===== src/rtl/e203_ifu_pfq_if.sv =====
// Signal bundle for the IFU prefetch queue: ICB fetch port, instruction output,
// flush/halt handshakes and debug occupancy. "master" is the queue's view.
interface e203_ifu_pfq_if #(
    parameter int PC_SIZE    = 32,
    parameter int INSTR_SIZE = 32,
    parameter int PF_DEPTH   = 4,
    parameter int CNT_W      = $clog2(PF_DEPTH + 1)
);
    logic [PC_SIZE-1:0]    pc_rtvec;
    logic                  icb_cmd_valid;
    logic                  icb_cmd_ready;
    logic [PC_SIZE-1:0]    icb_cmd_addr;
    logic                  icb_rsp_valid;
    logic                  icb_rsp_ready;
    logic                  icb_rsp_err;
    logic [INSTR_SIZE-1:0] icb_rsp_rdata;
    logic                  o_valid;
    logic                  o_ready;
    logic [INSTR_SIZE-1:0] o_instr;
    logic [PC_SIZE-1:0]    o_pc;
    logic                  o_err;
    logic                  flush_req;
    logic [PC_SIZE-1:0]    flush_pc;
    logic                  flush_ack;
    logic                  halt_req;
    logic                  halt_ack;
    logic [CNT_W-1:0]      occupancy;

    modport master (
        input  pc_rtvec, icb_cmd_ready, icb_rsp_valid, icb_rsp_err, icb_rsp_rdata,
               o_ready, flush_req, flush_pc, halt_req,
        output icb_cmd_valid, icb_cmd_addr, icb_rsp_ready, o_valid, o_instr, o_pc,
               o_err, flush_ack, halt_ack, occupancy
    );

    modport slave (
        output pc_rtvec, icb_cmd_ready, icb_rsp_valid, icb_rsp_err, icb_rsp_rdata,
               o_ready, flush_req, flush_pc, halt_req,
        input  icb_cmd_valid, icb_cmd_addr, icb_rsp_ready, o_valid, o_instr, o_pc,
               o_err, flush_ack, halt_ack, occupancy
    );
endinterface


===== src/rtl/e203_ifu_pfq.sv =====
// IFU instruction prefetch queue with flush drop-counting and halt handshake.
// Optional same-cycle response bypass enabled by defining E203_IFU_PFQ_BYPASS_EN.
module e203_ifu_pfq #(
    parameter int PC_SIZE    = 32,
    parameter int INSTR_SIZE = 32,
    parameter int PF_DEPTH   = 4,
    parameter int CNT_W      = $clog2(PF_DEPTH + 1)
) (
    input logic              clk,
    input logic              rst,
    e203_ifu_pfq_if.master   io
);
    localparam int             PTR_W     = $clog2(PF_DEPTH);
    localparam logic [CNT_W:0] DEPTH_EXT = (CNT_W + 1)'(PF_DEPTH);
    localparam logic [CNT_W-1:0] DEPTH_CNT = CNT_W'(PF_DEPTH);
    localparam logic [PC_SIZE-1:0] PC_STEP = PC_SIZE'(4);

    logic [PC_SIZE-1:0]    r_fetchPc;
    logic [PC_SIZE-1:0]    r_outPc;
    logic                  r_cmdPending;
    logic [CNT_W-1:0]      r_outsCnt;
    logic [CNT_W-1:0]      r_dropCnt;
    logic [CNT_W-1:0]      r_occ;
    logic [PTR_W-1:0]      r_wrPtr;
    logic [PTR_W-1:0]      r_rdPtr;
    logic [INSTR_SIZE-1:0] r_instrMem [PF_DEPTH];
    logic                  r_errMem   [PF_DEPTH];

    logic                  w_credit;
    logic                  w_cmdValid;
    logic                  w_cmdFire;
    logic                  w_rspFire;
    logic                  w_flushAck;
    logic                  w_fifoNonEmpty;
    logic                  w_bypass;
    logic                  w_drop;
    logic                  w_push;
    logic                  w_pop;
    logic                  w_outAdv;
    logic [3:0]            w_unused;

    // Credits count both in-flight and buffered entries so responses always fit.
    assign w_credit       = ({1'b0, r_outsCnt} + {1'b0, r_occ}) < DEPTH_EXT;
    assign w_cmdValid     = ~rst & (r_cmdPending | (~io.halt_req & ~io.flush_req & w_credit));
    assign w_cmdFire      = w_cmdValid & io.icb_cmd_ready;
    assign w_rspFire      = io.icb_rsp_valid;
    assign w_flushAck     = ~rst & io.flush_req & (~w_cmdValid | io.icb_cmd_ready);
    assign w_fifoNonEmpty = (r_occ != '0);

`ifdef E203_IFU_PFQ_BYPASS_EN
    assign w_bypass  = ~rst & ~w_fifoNonEmpty & (r_dropCnt == '0) & ~w_flushAck
                     & io.o_ready & w_rspFire;
    assign io.o_valid = w_fifoNonEmpty | w_bypass;
    assign io.o_instr = w_bypass ? io.icb_rsp_rdata : r_instrMem[r_rdPtr];
    assign io.o_err   = w_bypass ? io.icb_rsp_err   : r_errMem[r_rdPtr];
`else
    assign w_bypass   = 1'b0;
    assign io.o_valid = w_fifoNonEmpty;
    assign io.o_instr = r_instrMem[r_rdPtr];
    assign io.o_err   = r_errMem[r_rdPtr];
`endif

    // A response in the ack cycle is stale by definition, whatever the drop count says.
    assign w_drop   = w_flushAck | (r_dropCnt != '0);
    assign w_push   = w_rspFire & ~w_drop & ~w_bypass;
    assign w_pop    = w_fifoNonEmpty & io.o_ready & ~w_flushAck;
    assign w_outAdv = w_pop | w_bypass;
    assign w_unused = {io.pc_rtvec[1:0], io.flush_pc[1:0]};

    assign io.icb_cmd_valid = w_cmdValid;
    assign io.icb_cmd_addr  = r_fetchPc;
    assign io.icb_rsp_ready = 1'b1;
    assign io.o_pc          = r_outPc;
    assign io.flush_ack     = w_flushAck;
    assign io.halt_ack      = ~rst & io.halt_req & ~w_cmdValid & (r_outsCnt == '0);
    assign io.occupancy     = r_occ;

    always_ff @(posedge clk) begin
        if (rst) begin
            r_fetchPc    <= {io.pc_rtvec[PC_SIZE-1:2], 2'b00};
            r_outPc      <= {io.pc_rtvec[PC_SIZE-1:2], 2'b00};
            r_cmdPending <= 1'b0;
            r_outsCnt    <= '0;
            r_dropCnt    <= '0;
            r_occ        <= '0;
            r_wrPtr      <= '0;
            r_rdPtr      <= '0;
        end else begin
            r_cmdPending <= w_cmdValid & ~io.icb_cmd_ready;
            r_outsCnt    <= r_outsCnt + CNT_W'(w_cmdFire) - CNT_W'(w_rspFire);
            if (w_flushAck) begin
                r_fetchPc <= {io.flush_pc[PC_SIZE-1:2], 2'b00};
                r_outPc   <= {io.flush_pc[PC_SIZE-1:2], 2'b00};
                r_dropCnt <= r_outsCnt + CNT_W'(w_cmdFire) - CNT_W'(w_rspFire);
                r_occ     <= '0;
                r_wrPtr   <= '0;
                r_rdPtr   <= '0;
            end else begin
                if (w_cmdFire)
                    r_fetchPc <= r_fetchPc + PC_STEP;
                if (w_outAdv)
                    r_outPc <= r_outPc + PC_STEP;
                if (w_rspFire && r_dropCnt != '0)
                    r_dropCnt <= r_dropCnt - CNT_W'(1);
                if (w_push)
                    r_wrPtr <= r_wrPtr + PTR_W'(1);
                if (w_pop)
                    r_rdPtr <= r_rdPtr + PTR_W'(1);
                r_occ <= r_occ + CNT_W'(w_push) - CNT_W'(w_pop);
            end
        end
    end

    always_ff @(posedge clk) begin
        if (w_push) begin
            r_instrMem[r_wrPtr] <= io.icb_rsp_rdata;
            r_errMem[r_wrPtr]   <= io.icb_rsp_err;
        end
    end

    // The credit rule makes a push into a full queue impossible.
    always @(posedge clk) begin
        if (!rst)
            assert (!(w_push && !w_pop && r_occ == DEPTH_CNT));
    end
endmodule


===== src/flat_wrapper.sv =====
// flat-port wrapper written by rule: the top's interface ports become plain ports
module e203_ifu_pfq_flat 
#(
    parameter int PC_SIZE    = 32,
    parameter int INSTR_SIZE = 32,
    parameter int PF_DEPTH   = 4,
    parameter int CNT_W      = $clog2(PF_DEPTH + 1)
)
  (clk, rst, io_pc_rtvec, io_icb_cmd_ready, io_icb_rsp_valid, io_icb_rsp_err, io_icb_rsp_rdata, io_o_ready, io_flush_req, io_flush_pc, io_halt_req, io_icb_cmd_valid, io_icb_cmd_addr, io_icb_rsp_ready, io_o_valid, io_o_instr, io_o_pc, io_o_err, io_flush_ack, io_halt_ack, io_occupancy);
  e203_ifu_pfq_if #(.PC_SIZE(PC_SIZE), .INSTR_SIZE(INSTR_SIZE), .PF_DEPTH(PF_DEPTH), .CNT_W(CNT_W)) io_i ();
  input logic clk;
  input logic rst;
  input wire logic [$bits(io_i.pc_rtvec)-1:0] io_pc_rtvec;
  input wire logic [$bits(io_i.icb_cmd_ready)-1:0] io_icb_cmd_ready;
  input wire logic [$bits(io_i.icb_rsp_valid)-1:0] io_icb_rsp_valid;
  input wire logic [$bits(io_i.icb_rsp_err)-1:0] io_icb_rsp_err;
  input wire logic [$bits(io_i.icb_rsp_rdata)-1:0] io_icb_rsp_rdata;
  input wire logic [$bits(io_i.o_ready)-1:0] io_o_ready;
  input wire logic [$bits(io_i.flush_req)-1:0] io_flush_req;
  input wire logic [$bits(io_i.flush_pc)-1:0] io_flush_pc;
  input wire logic [$bits(io_i.halt_req)-1:0] io_halt_req;
  output wire logic [$bits(io_i.icb_cmd_valid)-1:0] io_icb_cmd_valid;
  output wire logic [$bits(io_i.icb_cmd_addr)-1:0] io_icb_cmd_addr;
  output wire logic [$bits(io_i.icb_rsp_ready)-1:0] io_icb_rsp_ready;
  output wire logic [$bits(io_i.o_valid)-1:0] io_o_valid;
  output wire logic [$bits(io_i.o_instr)-1:0] io_o_instr;
  output wire logic [$bits(io_i.o_pc)-1:0] io_o_pc;
  output wire logic [$bits(io_i.o_err)-1:0] io_o_err;
  output wire logic [$bits(io_i.flush_ack)-1:0] io_flush_ack;
  output wire logic [$bits(io_i.halt_ack)-1:0] io_halt_ack;
  output wire logic [$bits(io_i.occupancy)-1:0] io_occupancy;
  assign io_i.pc_rtvec = io_pc_rtvec;
  assign io_i.icb_cmd_ready = io_icb_cmd_ready;
  assign io_i.icb_rsp_valid = io_icb_rsp_valid;
  assign io_i.icb_rsp_err = io_icb_rsp_err;
  assign io_i.icb_rsp_rdata = io_icb_rsp_rdata;
  assign io_i.o_ready = io_o_ready;
  assign io_i.flush_req = io_flush_req;
  assign io_i.flush_pc = io_flush_pc;
  assign io_i.halt_req = io_halt_req;
  assign io_icb_cmd_valid = io_i.icb_cmd_valid;
  assign io_icb_cmd_addr = io_i.icb_cmd_addr;
  assign io_icb_rsp_ready = io_i.icb_rsp_ready;
  assign io_o_valid = io_i.o_valid;
  assign io_o_instr = io_i.o_instr;
  assign io_o_pc = io_i.o_pc;
  assign io_o_err = io_i.o_err;
  assign io_flush_ack = io_i.flush_ack;
  assign io_halt_ack = io_i.halt_ack;
  assign io_occupancy = io_i.occupancy;
  e203_ifu_pfq #(.PC_SIZE(PC_SIZE), .INSTR_SIZE(INSTR_SIZE), .PF_DEPTH(PF_DEPTH), .CNT_W(CNT_W)) u_core (.clk(clk), .rst(rst), .io(io_i));
endmodule

===== config.mk =====
export PLATFORM = sky130hd
export DESIGN_NAME = e203_ifu_pfq_flat
export DESIGN_NICKNAME = d
export VERILOG_FILES = /design/src/rtl/e203_ifu_pfq_if.sv /design/src/rtl/e203_ifu_pfq.sv /design/src/flat_wrapper.sv
export SDC_FILE = /design/constraint.sdc
export NUM_CORES = 1
export LEC_CHECK = 0
export BUFFER_PORTS_ARGS = -buffer_cell sky130_fd_sc_hd__buf_2
export CAP_MARGIN = 5
export CORE_MARGIN = 2
export CORE_UTILIZATION = 30
export DETAILED_ROUTE_END_ITERATION = 16
export SLEW_MARGIN = 20
export SYNTH_ARGS = -nofsm -noshare
export SYNTH_HDL_FRONTEND = slang
export SYNTH_SLANG_ARGS = --single-unit

===== constraint.sdc =====
create_clock -name clk -period 2.6 [get_ports clk]
set_input_delay 0.13 -clock clk [delete_from_list [all_inputs] [get_ports clk]]
set_output_delay 0.13 -clock clk [all_outputs]
set_load 0.01 [all_outputs]

==> impl_metrics.py <==
metrics = {
    "synthesis": {
        "yosysUniqueCellTypes": 41,
        "ys_seq_elements": 208,
        "yosys.area.top_type": "edfxtp_1",
        "synthCells": 608,
        "syn_avg_cell_area_um2": 15.1,
        "ys.warnings.count": 0,
        "synth.top_cell.area_share_pct": 62.7,
        "syn_area_um2": 9200,
        "synth.area.top_cells": "edfxtp_1 63%, mux4_2 8.1%, xor2_1 4.2%, dfxtp_1 3.5%, o21ai_0 2.6%",
        "ys_seq_area_share_pct": 66.2,
    },
    "routing": {
        "drtPass1Iterations": 4,
        "drtIter0Drc": 372,
        "wire_per_inst_um": 17.9,
        "finalWirelength_um": 23700,
        "ant_nets": 0,
        "drc": 0,
        "num_vias": 6298,
        "vias_per_cell": 4.76,
    },
    "place": {
        "dp_hpwl_um": 15700,
        "place.port_buffers": 199,
        "place_congestion": 0.797,
        "placedInstanceArea_um2": 10800,
    },
    "timing": {
        "relSlewSlack_pct": 62.1,
        "setup_viol": 0,
        "finalCritPeriodShare_pct": 87.4,
        "setup-tns-final_ns": 0,
        "whs_ns": 0.00551,
        "rsz0062_at_grt": "no",
        "maxClockFrequency_mhz": 440,
        "finalMaxSlewViolations": 0,
        "final.setup_skew_ns": 0.0141,
        "tightest_slew_ns": 0.566,
        "min_period_ns": 2.27,
        "finalHoldViolCount": 0,
    },
    "floorplan": {
        "dieHeight_um": 179,
        "core_um2": 30300,
        "chipWidth_um": 179,
        "dieArea_um2": 32100,
        "io_pins": 209,
        "fp-row-count": 64,
        "start_util_pct": 30.3,
    },
    "critical_path": {
        "end_kind": "flip-flop",
        "crit_family": "adder cells",
        "worstSetupPathType": "flip-flop to flip-flop",
        "cp_num_buf_inv": 1,
        "crit_arrival_ns": 2.68,
        "path_cells": "or3_1, nand2_1, nor2_1, ha_1, inv_1, ha_1, fa_1, xnor2_1, xnor2_1, nor2_1",
        "cp_slowest_stage_delay_ns": 0.40,
        "crit_fanout": 5,
        "critPathLaunchType": "flip-flop",
        "critPathSlowestCell": "or3_1",
        "required_ns": 3.00,
    },
    "clocking": {
        "h-tree-depth": 1,
        "cts_max_path_buffers": 3,
        "root_buffer": "clkbuf_16",
        "clk_latency_ns": 0.51,
        "cts_tree": "done",
        "cts.sinks": 208,
        "cts_made_buffers": 23,
        "cts_setup_buffers": 0,
        "clk_transition_reported_paths_ns": 0.06,
    },
    "global_route": {
        "grt_max_degree": 58,
        "grt_use_met3_pct": 3.48,
        "grt_use_met1_pct": 18.6,
        "busiest_layer": "met2",
        "grt_pass1_vias": 6519,
        "grt_overflow_total": 0,
        "met2_usage_pct": 25.7,
        "grt_first_pass_wirelength_um": 36600,
        "antenna_found_initial": 0,
        "grtUsageTotal_pct": 14.7,
    },
    "power": {
        "power.leakage_nw": 4.48,
        "total_power_mw": 8.57,
        "vdd_drop_max_mv": 0.390,
        "power_density_nw_per_um2": 691,
    },
    "final_layout": {
        "nets": 1034,
        "fin_area_um2": 12400,
        "final_cell_mix": "199 x buf_2, 192 x edfxtp_1, 90 x dlygate4sd3_1",
        "antenna_cells": 0,
        "drive_gt1_share_pct": 32.0,
        "layout_commonest_cell": "buf_2",
        "syn2layout_area_growth_pct": 34.9,
    },
    "outcome": {
        "status": "completed",
    },
    "hold_path": {
        "min_path_type": "input port to flip-flop",
    },
    "job": {
        "cap_violations": 0,
    },
}
layer usage:
metal,wire [um],part of all wire [%]
met3,1540,6.5
met2,11500,49
met4,413,1.7
met5,0,0
met1,10200,43
synth_stat cells:
master / instances
a311oi_1: 1
nand2b_1: 3
a211oi_1: 2
a21oi_1: 2
nor3b_2: 1
clkbuf_1: 15
conb_1: 2
or2_2: 1
nor4_4: 3
nand3_4: 1
nand4_1: 20
mux4_2: 33
buf_1: 4
nand2_1: 28
mux2i_1: 1
and2_1: 9
or3_1: 1
a21o_1: 1
buf_2: 4
edfxtp_1: 192
nand3_1: 29
and4_1: 2
fa_1: 2
nor2b_1: 2
a22oi_1: 30
nand3b_1: 1
nor3_2: 1
xor2_1: 44
nor4_2: 1
a31oi_1: 1
inv_1: 16
and3_1: 5
ha_1: 14
xnor2_1: 21
o21ai_1: 11
buf_4: 5
nor2_1: 26
o21ai_0: 48
nand4_4: 1
nor3_1: 8
dfxtp_1: 16
power breakdown:
group          switching [mW]  total (mW)  internal, mW  leakage (nW)
sequential              0.221        4.17          3.95          1.96
clock                    1.31        3.11          1.80         0.346
combinational           0.672        1.28         0.609          2.18
total                    2.20        8.57          6.37          4.48
through the flow:
stage / util (%) / instances / setup WS, ns
after floorplan: - / 611 / 0.132
after global placement: 35.6 / 1195 / 0.319
after detailed placement: 35.6 / 1195 / 0.320
after CTS: 40.9 / 1323 / 0.241
after global routing: 40.9 / 1323 / 0.116
final: 40.9 / 1323 / 0.327
sequential cells by signal, summed over array words and instances, names as in the netlist, named ones only:
| register | count |
|---|---|
| u_core.r_instrMem | 128 |
| u_core.io.icb_cmd_addr | 30 |
| u_core.io.o_pc | 30 |
| u_core.r_errMem | 4 |
| u_core.io.occupancy | 3 |
| u_core.r_dropCnt | 3 |
| u_core.r_outsCnt | 3 |
| u_core.r_rdPtr | 2 |
| u_core.r_wrPtr | 2 |
| u_core.r_cmdPending | 1 |
cells by family (layout without fill, tap and decap cells):
logic type | Yosys count | after routing | synth area share, %
simple gates | 143 | 143 | 8.78
xor+xnor | 65 | 65 | 6.19
fa+ha+maj | 16 | 16 | 2.34
other cells | 2 | 5 | 0.0817
buf+inv | 44 | 360 | 2.05
flops | 208 | 208 | 66.2
compound gates | 96 | 96 | 6.18
mux | 34 | 34 | 8.19
cell type report:
| class | count | area [um^2] |
|---|---|---|
| well taps | 396 | 495 |
| clock inverters | 12 | 109 |
| flip-flops and latches | 208 | 6090 |
| repair buffers | 306 | 2110 |
| inverters | 16 | 60.1 |
| clock buffers | 26 | 587 |
| multi-input cells | 359 | 2950 |
| fillers | 2842 | 17900 |
tightest hold or removal path, cell delays in order:
cell and delay, ns:
buf_2 0.07, a22oi_1 0.11, o21ai_1 0.09
what timing repair did:
| item | CTS | global route |
|---|---|---|
| hold buffers | 90 | 0 |
| gates resized for setup | 0 | 0 |
| hold endpoints to repair | 193 | 0 |
final timing paths:
kind,slack (ns),from,cells past startpoint,to
worst min-delay path,0.006,io_flush_pc[29],3,u_core.io.icb_cmd_addr[29]$_DFFE_PP_
worst min register to register,0.54,u_core.r_rdPtr[1]$_SDFFE_PP0P_,2,flip-flop
worst max-delay path,0.33,u_core.io.occupancy[1]$_SDFF_PP0_,10,u_core.io.occupancy[2]$_SDFF_PP0_
worst max register to register,0.33,u_core.io.occupancy[1]$_SDFF_PP0_,10,u_core.io.occupancy[2]$_SDFF_PP0_
Note: power is estimated with default switching activity, not from simulation.
